## src/rtl/sparse_mac_array.sv

```systemverilog
// Sparse MAC array: per-channel act-block select, 2-stage multiply-accumulate.
// Optional ACC_SAT_EN: saturating accumulate plus sticky per-channel out_sat.
module sparse_mac_array #(
  parameter int DATA_WIDTH = 8,
  parameter int BLOCK_SIZE = 4,
  parameter int ARRAY_SIZE = 4,
  parameter int ACC_WIDTH  = 32,
  parameter int SEL_WIDTH  = 4,
  parameter int LEN_WIDTH  = 8
) (
  input  logic                                             Clk,
  input  logic                                             Rst,
  input  logic                                             act_load,
  input  logic [ARRAY_SIZE*BLOCK_SIZE*BLOCK_SIZE*DATA_WIDTH-1:0] Input_act,
  input  logic [ARRAY_SIZE*ACC_WIDTH-1:0]                  Resultln,
  input  logic                                             start,
  input  logic [LEN_WIDTH-1:0]                             nnz_len,
  input  logic                                             in_valid,
  output logic                                             in_ready,
  input  logic [ARRAY_SIZE*DATA_WIDTH-1:0]                 Input_weight,
  input  logic [ARRAY_SIZE*SEL_WIDTH-1:0]                  mask,
  input  logic [ARRAY_SIZE-1:0]                            mask_zero,
  output logic [ARRAY_SIZE*ACC_WIDTH-1:0]                  Array_Output,
  output logic                                             out_valid,
  input  logic                                             out_ready,
  output logic                                             busy
`ifdef ACC_SAT_EN
  ,
  output logic [ARRAY_SIZE-1:0]                            out_sat
`endif
);

  localparam int NE = BLOCK_SIZE * BLOCK_SIZE;
  localparam int PW = 2 * DATA_WIDTH;

  typedef enum logic [1:0] {
    S_IDLE,
    S_ACCUM,
    S_FLUSH,
    S_DONE
  } state_e;

  state_e                        state_q;
  logic [LEN_WIDTH-1:0]          cnt_q;
  logic                          prod_vld_q;
  logic [DATA_WIDTH-1:0]         act_q   [ARRAY_SIZE][NE];
  logic signed [PW-1:0]          prod_q  [ARRAY_SIZE];
  logic signed [PW-1:0]          prod_d  [ARRAY_SIZE];
  logic signed [ACC_WIDTH-1:0]   acc_q   [ARRAY_SIZE];
  logic signed [ACC_WIDTH-1:0]   acc_d   [ARRAY_SIZE];
  logic signed [ACC_WIDTH-1:0]   pext    [ARRAY_SIZE];
  logic signed [DATA_WIDTH-1:0]  a_sel   [ARRAY_SIZE];
  logic signed [DATA_WIDTH-1:0]  w_sel   [ARRAY_SIZE];
  logic [ARRAY_SIZE*ACC_WIDTH-1:0] out_q;
  logic                          hs;

`ifdef ACC_SAT_EN
  localparam logic [ACC_WIDTH-1:0] MAXV = {1'b0, {(ACC_WIDTH-1){1'b1}}};
  localparam logic [ACC_WIDTH-1:0] MINV = {1'b1, {(ACC_WIDTH-1){1'b0}}};
  logic [ACC_WIDTH:0]            sum_w   [ARRAY_SIZE];
  logic [ARRAY_SIZE-1:0]         clip_d;
  logic [ARRAY_SIZE-1:0]         sat_q;
  assign out_sat = sat_q;
`endif

  assign in_ready     = (state_q == S_ACCUM);
  assign out_valid    = (state_q == S_DONE);
  assign busy         = (state_q != S_IDLE);
  assign Array_Output = out_q;
  assign hs           = in_valid && in_ready;

  always_comb begin
`ifdef ACC_SAT_EN
    clip_d = '0;
`endif
    for (int c = 0; c < ARRAY_SIZE; c++) begin
      a_sel[c] = act_q[c][mask[c*SEL_WIDTH +: SEL_WIDTH]];
      w_sel[c] = Input_weight[c*DATA_WIDTH +: DATA_WIDTH];
      if (mask_zero[c]) prod_d[c] = '0;
      else              prod_d[c] = a_sel[c] * w_sel[c];
      pext[c] = ACC_WIDTH'(prod_q[c]);
`ifdef ACC_SAT_EN
      sum_w[c] = {acc_q[c][ACC_WIDTH-1], acc_q[c]}
               + {pext[c][ACC_WIDTH-1], pext[c]};
      acc_d[c] = acc_q[c];
      if (prod_vld_q) begin
        // Overflow shows up as the two top bits disagreeing.
        if (sum_w[c][ACC_WIDTH] != sum_w[c][ACC_WIDTH-1]) begin
          clip_d[c] = 1'b1;
          acc_d[c]  = sum_w[c][ACC_WIDTH] ? MINV : MAXV;
        end else begin
          acc_d[c]  = sum_w[c][ACC_WIDTH-1:0];
        end
      end
`else
      acc_d[c] = prod_vld_q ? acc_q[c] + pext[c] : acc_q[c];
`endif
    end
  end

  always_ff @(posedge Clk) begin
    if (!Rst) begin
      state_q    <= S_IDLE;
      cnt_q      <= '0;
      prod_vld_q <= 1'b0;
      out_q      <= '0;
`ifdef ACC_SAT_EN
      sat_q      <= '0;
`endif
      for (int c = 0; c < ARRAY_SIZE; c++) begin
        acc_q[c]  <= '0;
        prod_q[c] <= '0;
        for (int k = 0; k < NE; k++) act_q[c][k] <= '0;
      end
    end else begin
      unique case (state_q)
        S_IDLE: begin
          prod_vld_q <= 1'b0;
          if (act_load) begin
            for (int c = 0; c < ARRAY_SIZE; c++)
              for (int k = 0; k < NE; k++)
                act_q[c][k] <= Input_act[(c*NE+k)*DATA_WIDTH +: DATA_WIDTH];
          end
          if (start) begin
            cnt_q <= nnz_len;
`ifdef ACC_SAT_EN
            sat_q <= '0;
`endif
            for (int c = 0; c < ARRAY_SIZE; c++)
              acc_q[c] <= Resultln[c*ACC_WIDTH +: ACC_WIDTH];
            if (nnz_len == '0) begin
              out_q   <= Resultln;
              state_q <= S_DONE;
            end else begin
              state_q <= S_ACCUM;
            end
          end
        end
        S_ACCUM: begin
          prod_vld_q <= hs;
`ifdef ACC_SAT_EN
          sat_q <= sat_q | clip_d;
`endif
          for (int c = 0; c < ARRAY_SIZE; c++) begin
            acc_q[c] <= acc_d[c];
            if (hs) prod_q[c] <= prod_d[c];
          end
          if (hs) begin
            cnt_q <= cnt_q - LEN_WIDTH'(1);
            if (cnt_q == LEN_WIDTH'(1)) state_q <= S_FLUSH;
          end
        end
        S_FLUSH: begin
          prod_vld_q <= 1'b0;
`ifdef ACC_SAT_EN
          sat_q <= sat_q | clip_d;
`endif
          for (int c = 0; c < ARRAY_SIZE; c++) begin
            acc_q[c] <= acc_d[c];
            out_q[c*ACC_WIDTH +: ACC_WIDTH] <= acc_d[c];
          end
          state_q <= S_DONE;
        end
        S_DONE: begin
          if (out_ready) state_q <= S_IDLE;
        end
      endcase
    end
  end

endmodule

```

## config.mk

```make
export PLATFORM = sky130hd
export DESIGN_NAME = sparse_mac_array
export DESIGN_NICKNAME = d
export VERILOG_FILES = /design/src/rtl/sparse_mac_array.sv
export SDC_FILE = /design/constraint.sdc
export NUM_CORES = 2
export LEC_CHECK = 0
export CORE_UTILIZATION = 41
export DETAILED_ROUTE_END_ITERATION = 6
export GPL_ROUTABILITY_DRIVEN = 0
export GPL_TIMING_DRIVEN = 0
export HOLD_SLACK_MARGIN = 0.02
export PLACE_DENSITY = 0.69
export SETUP_SLACK_MARGIN = 0.15
export SLEW_MARGIN = 0
export SYNTH_ARGS = -nofsm -noshare
export SYNTH_HDL_FRONTEND = slang
export SYNTH_SLANG_ARGS = --single-unit
```

## constraint.sdc

```tcl
create_clock -name Clk -period 23.4 [get_ports Clk]
set_input_delay 2.34 -clock Clk [delete_from_list [all_inputs] [get_ports Clk]]
set_output_delay 2.34 -clock Clk [all_outputs]
set_load 0.02 [all_outputs]
```

Word-level counts from Yosys, hierarchy flattened
Memories as Yosys holds them, arrays and structs flattened.
Cells that the tools add are included.
Widths: inputs -> output; s select.
{ "totals": {"reg_bits": 139, "ramBits": 704, "inputBits": 706, "out_inout_bits": 131, "mem_count": 3} }
{ "op_classes": {"addsub": 5, "multipliers": 4, "order_cmp": 4, "n_eq_ne": 9, "mux": 132, "bitwise": 84, "n_reduce_logical": 11} }
{ "mem_list": {"columns": ["name", "words", "width", "read_ports", "rd_ports_with_merged_regs", "write_ports", "line", "rtl"], "rows": [
  ["act_q", 4, 128, 4, 0, 4, "46", "logic [DATA_WIDTH-1:0] act_q [ARRAY_SIZE][NE];"],
  ["acc_q", 4, 32, 4, 0, 4, "49", "logic signed [ACC_WIDTH-1:0] acc_q [ARRAY_SIZE];"],
  ["prod_q", 4, 16, 4, 0, 4, "47", "logic signed [PW-1:0] prod_q [ARRAY_SIZE];"]
]} }
{ "ops": {"columns": ["cell", "count"], "rows": [
  ["$mux 8", 74],
  ["$mux 32", 16],
  ["$mux 128", 2],
  ["$pmux 128 s2", 1],
  ["$add 32x16->32", 4],
  ["$bmux 8 s4", 4],
  ["$mux 16", 8],
  ["$or 1x1->1", 80],
  ["$mul 8x8->16", 4],
  ["$ge 5x5->1 const B", 4],
  ["$not 4->5", 4],
  ["$mux 1", 19],
  ["$pmux 8 s2", 1],
  ["$mux 2", 5],
  ["$eq 8x1->1 const B", 1],
  ["$logic_not 8->1", 1],
  ["$pmux 2 s4", 1],
  ["$reduce_bool 2->1", 4],
  ["$sub 8x1->8 const B", 1],
  ["$ne 2x1->1 const B", 3],
  ["$reduce_and 3->1", 2],
  ["$eq 2x2->1 const B", 2],
  ["$ne 2x2->1 const B", 2],
  ["$reduce_and 4->1", 1],
  ["other kinds (5)", 5]
]} }

Longest topological paths before layout
{ "logic_depth": {"word_depth": 7, "mapped_depth": 27, "mapped_depth_nobuf": 24} }

Worst setup path after synthesis
No wires, ideal clock.
{ "synth_timing": {"path_kind": "input-to-reg", "start": "in Rst", "end": "mem act_q[0][0] (netlist name), enable pin", "setup_ns": 3.634, "t_arrival_ns": 11.195, "t_required_ns": 19.766, "path_slack_ns": 8.571, "cell_stages": 3, "n_path_buf": 2, "path_cell_list": "clkbuf_1 clkbuf_1 nand2_1"} }
{ "synth_lines": {"columns": ["element", "line", "rtl"], "rows": [
  ["start: declaration", "12", "input logic Rst,"],
  ["end: declaration", "46", null]
]} }

==> impl_metrics.py <==
metrics = {
    "status": {
        "outcome": "finished, violations left",
        "violations": "DRC",
    },
    "synth": {
        "ys_warn_count": 0,
        "synth_seq_cells": 843,
        "synth_top_family_by_area": "simple AND/OR/NAND/NOR gates",
        "muxShareOfSynthArea_pct": 8.38,
        "synth.cell_area_um2": 53400,
        "synth_compound_area_share_pct": 10.9,
        "synth.top_cells.by_count": "edfxtp_1, and2_1, inv_1",
        "post-synth-top-count-cell": "edfxtp_1",
        "async_flop_share_pct": 0,
        "yosys.area_share.adder_pct": 14.2,
        "ys_types": 86,
        "synth.top_cells.by_area": "edfxtp_1, fa_1, and2_1, mux4_2, ha_1",
        "ys.flop_type": "edfxtp_1",
        "avgSynthCellArea_um2": 11.2,
        "synthCells": 4784,
        "synth_top_area_cell": "edfxtp_1",
        "synth-xor-area-share_pct": 2.41,
        "synth_nets": 5962,
        "synth_edf_count": 704,
        "synth_top_area_share_pct": 39.6,
        "ys_seq_area_share_pct": 44.8,
        "synthSimpleGateAreaFrac_pct": 15.0,
    },
    "global_routing": {
        "grt_antenna_before_repair": 55,
        "grt_max_degree": 71,
        "grt_usage_pct": 28.6,
        "overflow": 0,
        "grt_pass1_vias": 41754,
        "grt_first_pass_wirelength_um": 275000,
    },
    "setup_path": {
        "crit_slowest_cell": "mux4_2",
        "cpPeakStageDelay_ps": 620,
        "crit_path_max_fanout": 10,
        "arrival_ps": 9620,
        "path_cells": "clkdlybuf4s50_1 -> clkbuf_1 -> buf_1 -> mux4_2 -> mux4_2 -> and2_1 -> fa_1 -> inv_1 -> fa_1 -> inv_1 -> fa_1 -> inv_1 -> fa_1 -> inv_1 -> ha_1 -> o21ai_0 -> a21boi_0 -> o21ai_0 -> a21boi_0 -> o21ai_0 -> a21boi_0 -> o21a_1 -> o21a_1 -> nor3_1",
        "critPathKind": "input port to flop",
        "end_kind": "flop",
        "crit_path_start_kind": "input port",
        "r2r_slack_ps": 17150,
        "worst_ep_required_time_ps": 23880,
        "cp_num_buf_inv": 7,
        "path_delay_family": "adder cells",
    },
    "die": {
        "core_area_um2": 129000,
        "start_util_pct": 41.3,
        "fp.dieArea_um2": 132000,
        "io_pins": 837,
        "fp.dieH_um": 363,
        "rows": 132,
        "die_w_um": 363,
    },
    "flow_run": {
        "drv_cap": 0,
    },
    "cells_and_area": {
        "instances_no_fill": 7576,
        "fin_nets": 6895,
        "fin_area_um2": 67600,
        "drive_above_1_share_pct": 6.16,
        "syn2layout_area_growth_pct": 26.5,
    },
    "clock_tree": {
        "cts_setup_buffers": 0,
        "cts_buffers": 93,
        "root_buffer": "clkbuf_16",
        "cts_resized": 0,
        "hold_buffers": 0,
        "clk_path_buf_depth": 3,
        "cts.clk_slew.worst_paths_ps": 60,
        "cts.htree.levels": 3,
        "cts_tree": "yes",
        "clkLatencyLatePin_ps": 740,
        "clkSinkCount": 843,
    },
    "sta": {
        "finalSetupTns_ps": 0,
        "tightest_slew_ps": 1330,
        "finalHoldViolCount": 0,
        "rsz0062_at_grt": "no",
        "finalClockSkew_ps": 26.3,
        "setup_slack_ps": 14260,
        "fin_crit_sh_pct": 39.1,
        "setup_viol": 0,
        "max_freq_mhz": 109,
        "max_slew_margin_pct": 11.6,
        "period_minus_slack_ps": 9140,
        "maxSlewViolCount": 0,
    },
    "pwr": {
        "power_density_nw_per_um2": 115,
        "p_leak_nw": 26.6,
        "ir_worst_vdd_mv": 0.0895,
    },
    "drt": {
        "drt-wirelength-per-cell_um": 25.4,
        "avgViaCountPerCell": 5.62,
        "wl_met1_um": 73300,
        "vias": 42549,
        "drt_iter0_drc": 4607,
        "drcViolationCount": 1,
        "met2_length_um": 88100,
        "routed.top_layer": "met5",
        "wl_met3_um": 19800,
        "wirelength_um": 193000,
        "dr.pass1.iters": 7,
        "ant_nets": 0,
    },
    "placed_design": {
        "dp_slack_ps": 13570,
        "io_buffers": 824,
        "place_inst": 7364,
        "place_area_um2": 64300,
        "place_hpwl_um": 153000,
    },
    "min_path": {
        "min_path_type": "flop to flop",
    },
}
logic make-up (layout without fill, tap and decap cells):
logic type,count (synthesis),after routing
flip-flops,843,843
adder cells (fa/ha/maj),472,472
AND/OR/NAND/NOR,1545,1545
buffers and inverters,613,1627
XOR/XNOR,147,147
other,0,36
multiplexers,247,247
AO/OA/AOI/OAI,917,917
final timing paths:
| check | start | end | depth (start not counted) |
|---|---|---|---|
| worst max-delay path | mask[1] | prod_q[0][14] | 24 |
| worst min-delay path | Array_Output[50] | Array_Output[50] | 1 |
| worst max register to register | act_q[0][53] | prod_q[0][14] | 21 |
| worst min register to register | Array_Output[50] | Array_Output[50] | 1 |
cells in the final DEF (no fill, tap or decap), drive strengths merged, types with 102 or more instances in the layout:
master,count
inv,377
clkbuf,308
mux4,160
fa,224
edfxtp,704
ha,248
nor2,299
clkdlybuf4s50,824
and2,697
a21oi,265
dfxtp,139
xnor2,102
nand2,320
o21ai,239
power breakdown:
part | internal (mW) | switching (mW)
clock | 0.893 | 0.676
sequential | 2.08 | 0.187
combinational | 1.61 | 2.30
routing by layer:
metal  up-vias  global-route usage [%]
li1      18862                       -
met1     20730                    36.1
met2      2384                    45.1
met3       545                    7.06
met4        28                    15.5
met5         -                       0
sequential cells by signal (all words and copies together), names as in the netlist:
signal / count
act_q: 512
Array_Output: 128
acc_q: 128
prod_q: 64
cnt_q: 8
state_q: 2
prod_vld_q: 1
area by class of cell:
class | instances | area, um^2
clock inverters | 57 | 732
plain buffers | 236 | 897
inverters | 377 | 1420
flip-flops and latches | 843 | 23900
well taps | 1742 | 2180
fillers | 11404 | 61900
multi-input cells | 3328 | 27300
clock buffers | 119 | 2510
repair buffers | 838 | 8600
diodes | 36 | 90.1
metrics by stage:
stage / util, % / hold WS, ps / power [mW]
floorplan: - / 458 / 5.06
global placement: 49.3 / 439 / 6.14
detailed placement: 49.6 / 446 / 6.14
CTS: 52.1 / 460 / 7.71
global route: 52.2 / 474 / 8.28
finish: 52.2 / 459 / 7.75
(Power assumes the default switching activity.)
